$ cat config.mk
export PLATFORM = sky130hd
export DESIGN_NAME = prbs31_test_ctrl
export DESIGN_NICKNAME = d
export VERILOG_FILES = /design/src/rtl/prbs_pkg.sv /design/src/rtl/prbs31_checker.sv /design/src/rtl/prbs31_test_ctrl.sv
export SDC_FILE = /design/constraint.sdc
export NUM_CORES = 1
export LEC_CHECK = 0
export BUFFER_PORTS_ARGS = -buffer_cell sky130_fd_sc_hd__buf_2
export CAP_MARGIN = 20
export CORE_AREA = 2 2 105 107
export DETAILED_ROUTE_END_ITERATION = 8
export DIE_AREA = 0 0 107 109
export GPL_TIMING_DRIVEN = 0
export PLACE_DENSITY_LB_ADDON = 0.2
export SLEW_MARGIN = 20
export SYNTH_ARGS = -nofsm -noshare
export SYNTH_HDL_FRONTEND = slang
export SYNTH_SLANG_ARGS = --single-unit
$ cat constraint.sdc
create_clock -name clk -period 5.5 [get_ports clk]
set_input_delay 0.275 -clock clk [delete_from_list [all_inputs] [get_ports clk]]
set_output_delay 0.275 -clock clk [all_outputs]
set_load 0.01 [all_outputs]
$ cat src/rtl/prbs_pkg.sv
// Shared types and PRBS31 constants for the pattern-path test controller.
package prbs_pkg;

   typedef enum logic [1:0] {
      ST_IDLE = 2'd0,
      ST_SEED = 2'd1,
      ST_RUN  = 2'd2,
      ST_DONE = 2'd3
   } state_e;

   localparam int unsigned PRBS_LEN    = 31;
   localparam int unsigned PRBS_TAP_HI = 30;
   localparam int unsigned PRBS_TAP_LO = 27;
   localparam int unsigned FILL_W      = 5;
   localparam logic [PRBS_LEN-1:0] PRBS_SEED = 31'h1;

   // Feedback bit for x^31 + x^28 + 1 with the register's MSB as the oldest bit.
   function automatic logic prbs_fb(input logic [PRBS_LEN-1:0] r);
      return r[PRBS_TAP_HI] ^ r[PRBS_TAP_LO];
   endfunction

endpackage

$ cat src/rtl/prbs31_checker.sv
// Self-synchronising PRBS31 checker: fills from the received stream, then
// predicts each bit from its own history and counts mismatches (saturating).
module prbs31_checker
   import prbs_pkg::*;
#(
   parameter int unsigned ERR_W = 8
) (
   input  logic             clk,
   input  logic             rst_n,
   input  logic             clear,
   input  logic             en,
   input  logic             rx_bit,
   output logic             locked,
   output logic [ERR_W-1:0] err_cnt
);

   logic [PRBS_LEN-1:0] chk_q, chk_d;
   logic [FILL_W-1:0]   fill_q, fill_d;
   logic                locked_q, locked_d;
   logic [ERR_W-1:0]    err_q, err_d;

   always_comb begin
      chk_d    = chk_q;
      fill_d   = fill_q;
      locked_d = locked_q;
      err_d    = err_q;
      if (clear) begin
         chk_d    = '0;
         fill_d   = '0;
         locked_d = 1'b0;
         err_d    = '0;
      end else if (en) begin
         chk_d = {chk_q[PRBS_LEN-2:0], rx_bit};
         if (!locked_q) begin
            fill_d = fill_q + FILL_W'(1);
            if (fill_q == FILL_W'(PRBS_LEN - 1)) begin
               locked_d = 1'b1;
            end
         end else if ((rx_bit != prbs_fb(chk_q)) && (err_q != '1)) begin
            err_d = err_q + ERR_W'(1);
         end
      end
   end

   always_ff @(posedge clk or negedge rst_n) begin
      if (!rst_n) begin
         chk_q    <= '0;
         fill_q   <= '0;
         locked_q <= 1'b0;
         err_q    <= '0;
      end else begin
         chk_q    <= chk_d;
         fill_q   <= fill_d;
         locked_q <= locked_d;
         err_q    <= err_d;
      end
   end

   assign locked  = locked_q;
   assign err_cnt = err_q;

endmodule

$ cat src/rtl/prbs31_test_ctrl.sv
// Burst controller: seeds and runs the PRBS31 generator for a programmed bit
// count with optional error injection, and hosts the loopback checker.
module prbs31_test_ctrl
   import prbs_pkg::*;
#(
   parameter int unsigned LEN_W = 16,
   parameter int unsigned ERR_W = 8
) (
   input  logic             clk,
   input  logic             rst_n,
   input  logic             start,
   input  logic             abort,
   input  logic [LEN_W-1:0] burst_len,
   input  logic             inject_err,
   input  logic             rx_bit,
   input  logic             rx_valid,
   output logic             tx_bit,
   output logic             tx_valid,
   output logic             busy,
   output logic             done,
   output logic             locked,
   output logic [ERR_W-1:0] err_cnt,
   output logic [1:0]       state
);

   state_e              state_q, state_d;
   logic [PRBS_LEN-1:0] lfsr_q, lfsr_d;
   logic [LEN_W-1:0]    cnt_q, cnt_d;
   logic                cont_q, cont_d;
   logic                tx_valid_q, busy_q, done_q;
   logic                in_run, chk_clear, chk_en;

   // Next-state, bit counter and generator update.
   always_comb begin
      state_d = state_q;
      lfsr_d  = lfsr_q;
      cnt_d   = cnt_q;
      cont_d  = cont_q;
      case (state_q)
         ST_IDLE: begin
            if (start && !abort) begin
               state_d = ST_SEED;
               cnt_d   = burst_len;
               cont_d  = (burst_len == '0);
            end
         end
         ST_SEED: begin
            lfsr_d  = PRBS_SEED;
            state_d = abort ? ST_IDLE : ST_RUN;
         end
         ST_RUN: begin
            lfsr_d = {lfsr_q[PRBS_LEN-2:0], prbs_fb(lfsr_q)};
            if (!cont_q) begin
               cnt_d = cnt_q - LEN_W'(1);
            end
            // abort outranks completion when both land on the same edge
            if (abort) begin
               state_d = ST_IDLE;
            end else if (!cont_q && (cnt_q == LEN_W'(1))) begin
               state_d = ST_DONE;
            end
         end
         ST_DONE: begin
            state_d = ST_IDLE;
         end
         default: begin
            state_d = ST_IDLE;
         end
      endcase
   end

   always_ff @(posedge clk or negedge rst_n) begin
      if (!rst_n) begin
         state_q    <= ST_IDLE;
         lfsr_q     <= PRBS_SEED;
         cnt_q      <= '0;
         cont_q     <= 1'b0;
         tx_valid_q <= 1'b0;
         busy_q     <= 1'b0;
         done_q     <= 1'b0;
      end else begin
         state_q    <= state_d;
         lfsr_q     <= lfsr_d;
         cnt_q      <= cnt_d;
         cont_q     <= cont_d;
         tx_valid_q <= (state_d == ST_RUN);
         busy_q     <= (state_d != ST_IDLE);
         done_q     <= (state_d == ST_DONE);
      end
   end

   assign in_run    = (state_q == ST_RUN);
   assign chk_clear = (state_q == ST_SEED);
   assign chk_en    = in_run && rx_valid;

   prbs31_checker #(
      .ERR_W (ERR_W)
   ) u_checker (
      .clk     (clk),
      .rst_n   (rst_n),
      .clear   (chk_clear),
      .en      (chk_en),
      .rx_bit  (rx_bit),
      .locked  (locked),
      .err_cnt (err_cnt)
   );

   assign tx_bit   = lfsr_q[PRBS_TAP_HI] ^ (inject_err & in_run);
   assign tx_valid = tx_valid_q;
   assign busy     = busy_q;
   assign done     = done_q;
   assign state    = state_q;

endmodule

[After elaboration in Yosys (flattened, before gate mapping)]
Cells that the tools add are included.
Storage, ports and cells
  bits in registers: 98
  input bits: 23
  output and inout port bits: 15
  word-level logic and storage cells: 70
Operators by class
  add/subtract/negate cells: 3
  equal/unequal tests: 12
  muxes and demuxes: 22
  bitwise operators: 4
  reductions and logical operators: 18
Operator list (count)
  2-to-1 mux 31 bit: 2
  one-hot mux 31 bit (2 select lines): 1
  2-to-1 mux 16 bit: 2
  2-to-1 mux 8 bit: 4
  one-hot mux 16 bit (2 select lines): 1
  == test 16 x 1 -> 1 bit, second input constant: 1
  zero test 16 bit: 1
  subtractor 16 x 1 -> 16 bit, second input constant: 1
  2-to-1 mux 5 bit: 3
  nonzero test 2 bit: 6
  adder 8 x 1 -> 8 bit, second input constant: 1
  == test 2 bit, second input constant: 4
  2-to-1 mux 2 bit: 4
  != test 8 bit, second input constant: 1
  one-hot mux 2 bit (4 select lines): 1
  != test 2 bit, second input constant: 3
  AND reduction 3 bit: 2
  adder 5 x 1 -> 5 bit, second input constant: 1
  == test 5 bit, second input constant: 1
  logical AND 1 bit: 4
  2-to-1 mux 1 bit: 4
  AND reduction 2 bit: 2
  XOR 1 bit: 3
  == test 2 x 1 -> 1 bit, second input constant: 1
  4 further kinds: 5

[Logic depth before layout (Yosys ltp)]
  depth in word-level cells: 7
  depth in mapped cells: 9
  depth with buffers taken out: 7

[Cells and area by module]
Synthesis repeated with hierarchy kept, for this count alone.
Second synthesis, totals
  cells, all modules: 468
  area total of the unflattened synthesis: 4674.5 µm²
Modules (own cells, without submodules)
  prbs31_test_ctrl: instances 1, cells each 298, area an instance 2720.1 µm²
  prbs31_checker: instances 1, cells each 170, area an instance 1954.4 µm²

[Least setup slack after synthesis]
No wires, ideal clock.
  kind: register to output
  from: register state_q[0], in the netlist state[0]
  to: output port tx_bit
  data arrival time: 1.789 ns
  data required time: 5.225 ns
  setup slack: 3.436 ns
  cell stages (with the launch flop): 8
  buffers on the path: 3
  path through: dfrtp_1 -> inv_1 -> ha_1 -> clkbuf_1 -> clkbuf_1 -> clkbuf_1 -> nand2_1 -> xnor2_1
Between the ends
  longest elaborated chain between the ends: 3
RTL lines
  from (decl): RTL line prbs31_test_ctrl.sv:26  | state_e state_q, state_d;
  from (signal assigned): RTL line prbs31_test_ctrl.sv:82  | state_q <= state_d;
  == test 2 bit: RTL line prbs31_test_ctrl.sv:92  | assign in_run = (state_q == ST_RUN);
  AND 1 bit: RTL line prbs31_test_ctrl.sv:108  | assign tx_bit = lfsr_q[PRBS_TAP_HI] ^ (inject_err & in_run);
  XOR 1 bit: RTL line prbs31_test_ctrl.sv:108
  to (decl): RTL line prbs31_test_ctrl.sv:17  | output logic tx_bit,
Every way passes these cells.

[Worst setup path in the final report]
Same ends and word-level chain as after synthesis.

==> results.py <==
metrics = {
    "logic_synthesis": {
        "ys_seq_area_frac": 0.5324,
        "syn_inst": 502,
        "ys_ff_latch": 98,
        "synth_ff_type": "dfrtp_1",
        "ys_types": 50,
        "syn_avg_cell_area_um2": 9.180,
        "async_flop_share": 1.000,
        "synth_edf_count": 0,
        "syn_area_um2": 4608,
        "yosysWarnings": 0,
        "synth_fp_nets": 533,
    },
    "clocking": {
        "cts_tree": "built",
        "post_cts_buffers": 0,
        "cts_buffers": 9,
        "root_buffer": "clkbuf_8",
        "clk_pin_slew_worst_paths_ns": 0.10,
        "postCtsResizedCells": 0,
        "hold_buffers": 1,
        "clockBufferDepth": 2,
        "clk_latency_ns": 0.36,
        "clkSinkCount": 98,
        "ctsHtreeMaxLevel": 3,
    },
    "sta": {
        "tns_ns": 0,
        "period_share": 0.5437,
        "hold_violations": 0,
        "fin_ws_ns": 2.510,
        "period_needed_ns": 2.990,
        "fin_skew_ns": 0.01714,
        "holdWs_ns": 0.1696,
        "rsz0062_at_grt": "false",
        "setup_violations": 0,
        "maxSlewHeadroom": 0.6538,
        "max_slew.worst_pin.slew_ns": 0.5193,
        "slew_viol_final": 0,
        "fmax_ghz": 0.3344,
    },
    "drt": {
        "wl_per_cell_um": 13.52,
        "drt-pass1-iter-count": 4,
        "routed_wl_mm": 9.421,
        "num_vias": 3636,
        "vias_per_cell": 5.217,
        "drtIter0Drc": 188,
        "ant_nets": 0,
        "drc": 0,
    },
    "floorplanning": {
        "die_w_um": 107,
        "rows": 38,
        "core_um2": 10600,
        "start_util": 0.4346,
        "io_pins": 38,
        "dieArea_um2": 11660,
        "die_h_um": 109,
    },
    "placed_design": {
        "port_buffers": 37,
        "dpl_worst_slack_ns": 2.906,
        "gp_congestion": 0.8153,
        "dpl_cell_area_um2": 5002,
        "hpwlAfterDp_mm": 6.489,
    },
    "critical_path": {
        "cp-start-kind": "register",
        "worstPathRequired_ns": 5.22,
        "crit_arrival_ns": 2.72,
        "worstPathMaxFanout": 10,
        "critPathKind": "register to output pin",
        "worstSetupEndpointType": "output pin",
    },
    "finish": {
        "nets": 583,
        "diodes": 0,
        "stdcell_area_um2": 5225,
        "drive_gt1_frac": 0.1329,
        "fillers": 1008,
        "seq_area_um2": 2454,
        "multiInputGateArea_um2": 1888,
        "syn_to_final_growth_pct": 13.39,
    },
    "outcome": {
        "status": "finished, final reports clean",
    },
    "hold_path": {
        "hold_class": "primary input to register",
    },
    "power": {
        "p_leak_nw": 2.259,
        "power_mw": 1.887,
        "powerDensity_nw_per_um2": 361.1,
        "peakVddDrop_uv": 191.9,
    },
    "global_route": {
        "grt_usage": 0.1733,
        "antenna_found_initial": 0,
        "grt_pass1_wl_mm": 16.28,
        "grt_max_degree": 74,
        "grt_overflow": 0,
        "first_global_vias": 3487,
    },
    "run": {
        "maxCapViolations": 0,
    },
}
-- cells by family after synthesis --
kind of cell / after synthesis / synth area share
xor gates and xnor gates: 12 / 0.02580
AOI/OAI and AO/OA: 118 / 0.1504
buffers and inverters: 70 / 0.05783
and+or+nand+nor: 191 / 0.2004
muxes: 5 / 0.01140
DFF: 98 / 0.5324
adders and majority gates: 8 / 0.02172
-- placed cells by master, fill, tap and decap left out, drive strengths merged, types with 3 or more instances in the layout --
cell type,count
nand4,5
nor4,7
and4,3
buf,45
nand2b,3
o221a,5
o21ai,47
o31ai,3
dfrtp,97
mux2i,3
and3,7
nor3,9
nand3,37
nand2,82
o22ai,3
clkbuf,37
a31oi,3
ha,8
xor2,8
or3,4
a21oi,43
nor2,25
inv,39
a22oi,6
xnor2,3
and2,3
-- routing by layer --
metal	track usage	wire (um)	vias up
met5	0	0	-
met4	0.04638	121	0
met3	0.03706	229	12
met2	0.2839	4313	45
met1	0.2352	4756	1764
li1	-	-	1815
-- worst max-delay path, cell delays in order (launching register included) --
cell and delay, ns:
dfrtp_1 0.45, inv_1 0.11, ha_1 0.15, clkbuf_1 0.35, clkbuf_1 0.47, clkbuf_1 0.42
nand2_1 0.12, xnor2_1 0.15, buf_2 0.15
-- path summary, 6_finish.rpt --
kind	start	to	slack (ns)	cells after the start
min	burst_len[4]	cnt_q[4]	0.17	3
min in group asynchronous	rst_n	u_checker.chk_q[7]	0.33	2
max in group asynchronous	rst_n	lfsr_q[0]	4.49	3
max reg2reg	state[0]	cnt_q[0]	3.07	9
max	state[0]	tx_bit	2.51	8
min reg2reg	lfsr_q[22]	lfsr_q[23]	0.51	2
-- through the flow --
stage,cells,util
6_report,697,0.4928
5_1_grt,697,0.4928
4_1_cts,697,0.4928
3_5_place_dp,680,0.4718
3_3_place_gp,679,0.4686
2_1_floorplan,502,-
-- cells in the mapped netlist, types with 6 or more instances --
cell,count,area [um2]
nand3_1,37,185.2
nor4_1,7,43.79
xor2_1,8,70.07
ha_1,8,100.1
inv_1,38,142.6
nor2_1,24,90.09
dfrtp_1,97,2427
o21ai_0,38,190.2
nand2_1,82,307.8
a21oi_1,43,215.2
a22oi_1,6,45.04
o21ai_1,8,40.04
nor3_1,6,30.03
clkbuf_1,25,93.84
and3_1,7,43.79
-- cell type report --
| cell class | instances | area share |
|---|---|---|
| flip-flops and latches | 98 | 0.4696 |
| well taps | 140 | 0.03352 |
| inverters | 38 | 0.02730 |
| clock inverters | 4 | 0.01102 |
| clock buffers | 12 | 0.02969 |
| repair buffers | 39 | 0.04382 |
| multi-input cells | 334 | 0.3614 |
| plain buffers | 32 | 0.02371 |
-- state kept, by name, indices dropped and copies added (netlist names) --
register and cells:
lfsr_q 31, u_checker.chk_q 31, cnt_q 16, u_checker.err_cnt 8
u_checker.fill_q 5, state 2, busy 1, cont_q 1
done 1, tx_valid 1, u_checker.locked 1
-- report_power, final --
| group | total [mW] | switching [mW] | leakage (nW) | internal, mW |
|---|---|---|---|---|
| combinational | 0.529 | 0.354 | 0.833 | 0.175 |
| clock | 0.495 | 0.256 | 0.105 | 0.240 |
| sequential | 0.863 | 0.0759 | 1.32 | 0.787 |
| total | 1.89 | 0.686 | 2.26 | 1.20 |
Power figures use the tool's default switching activity.
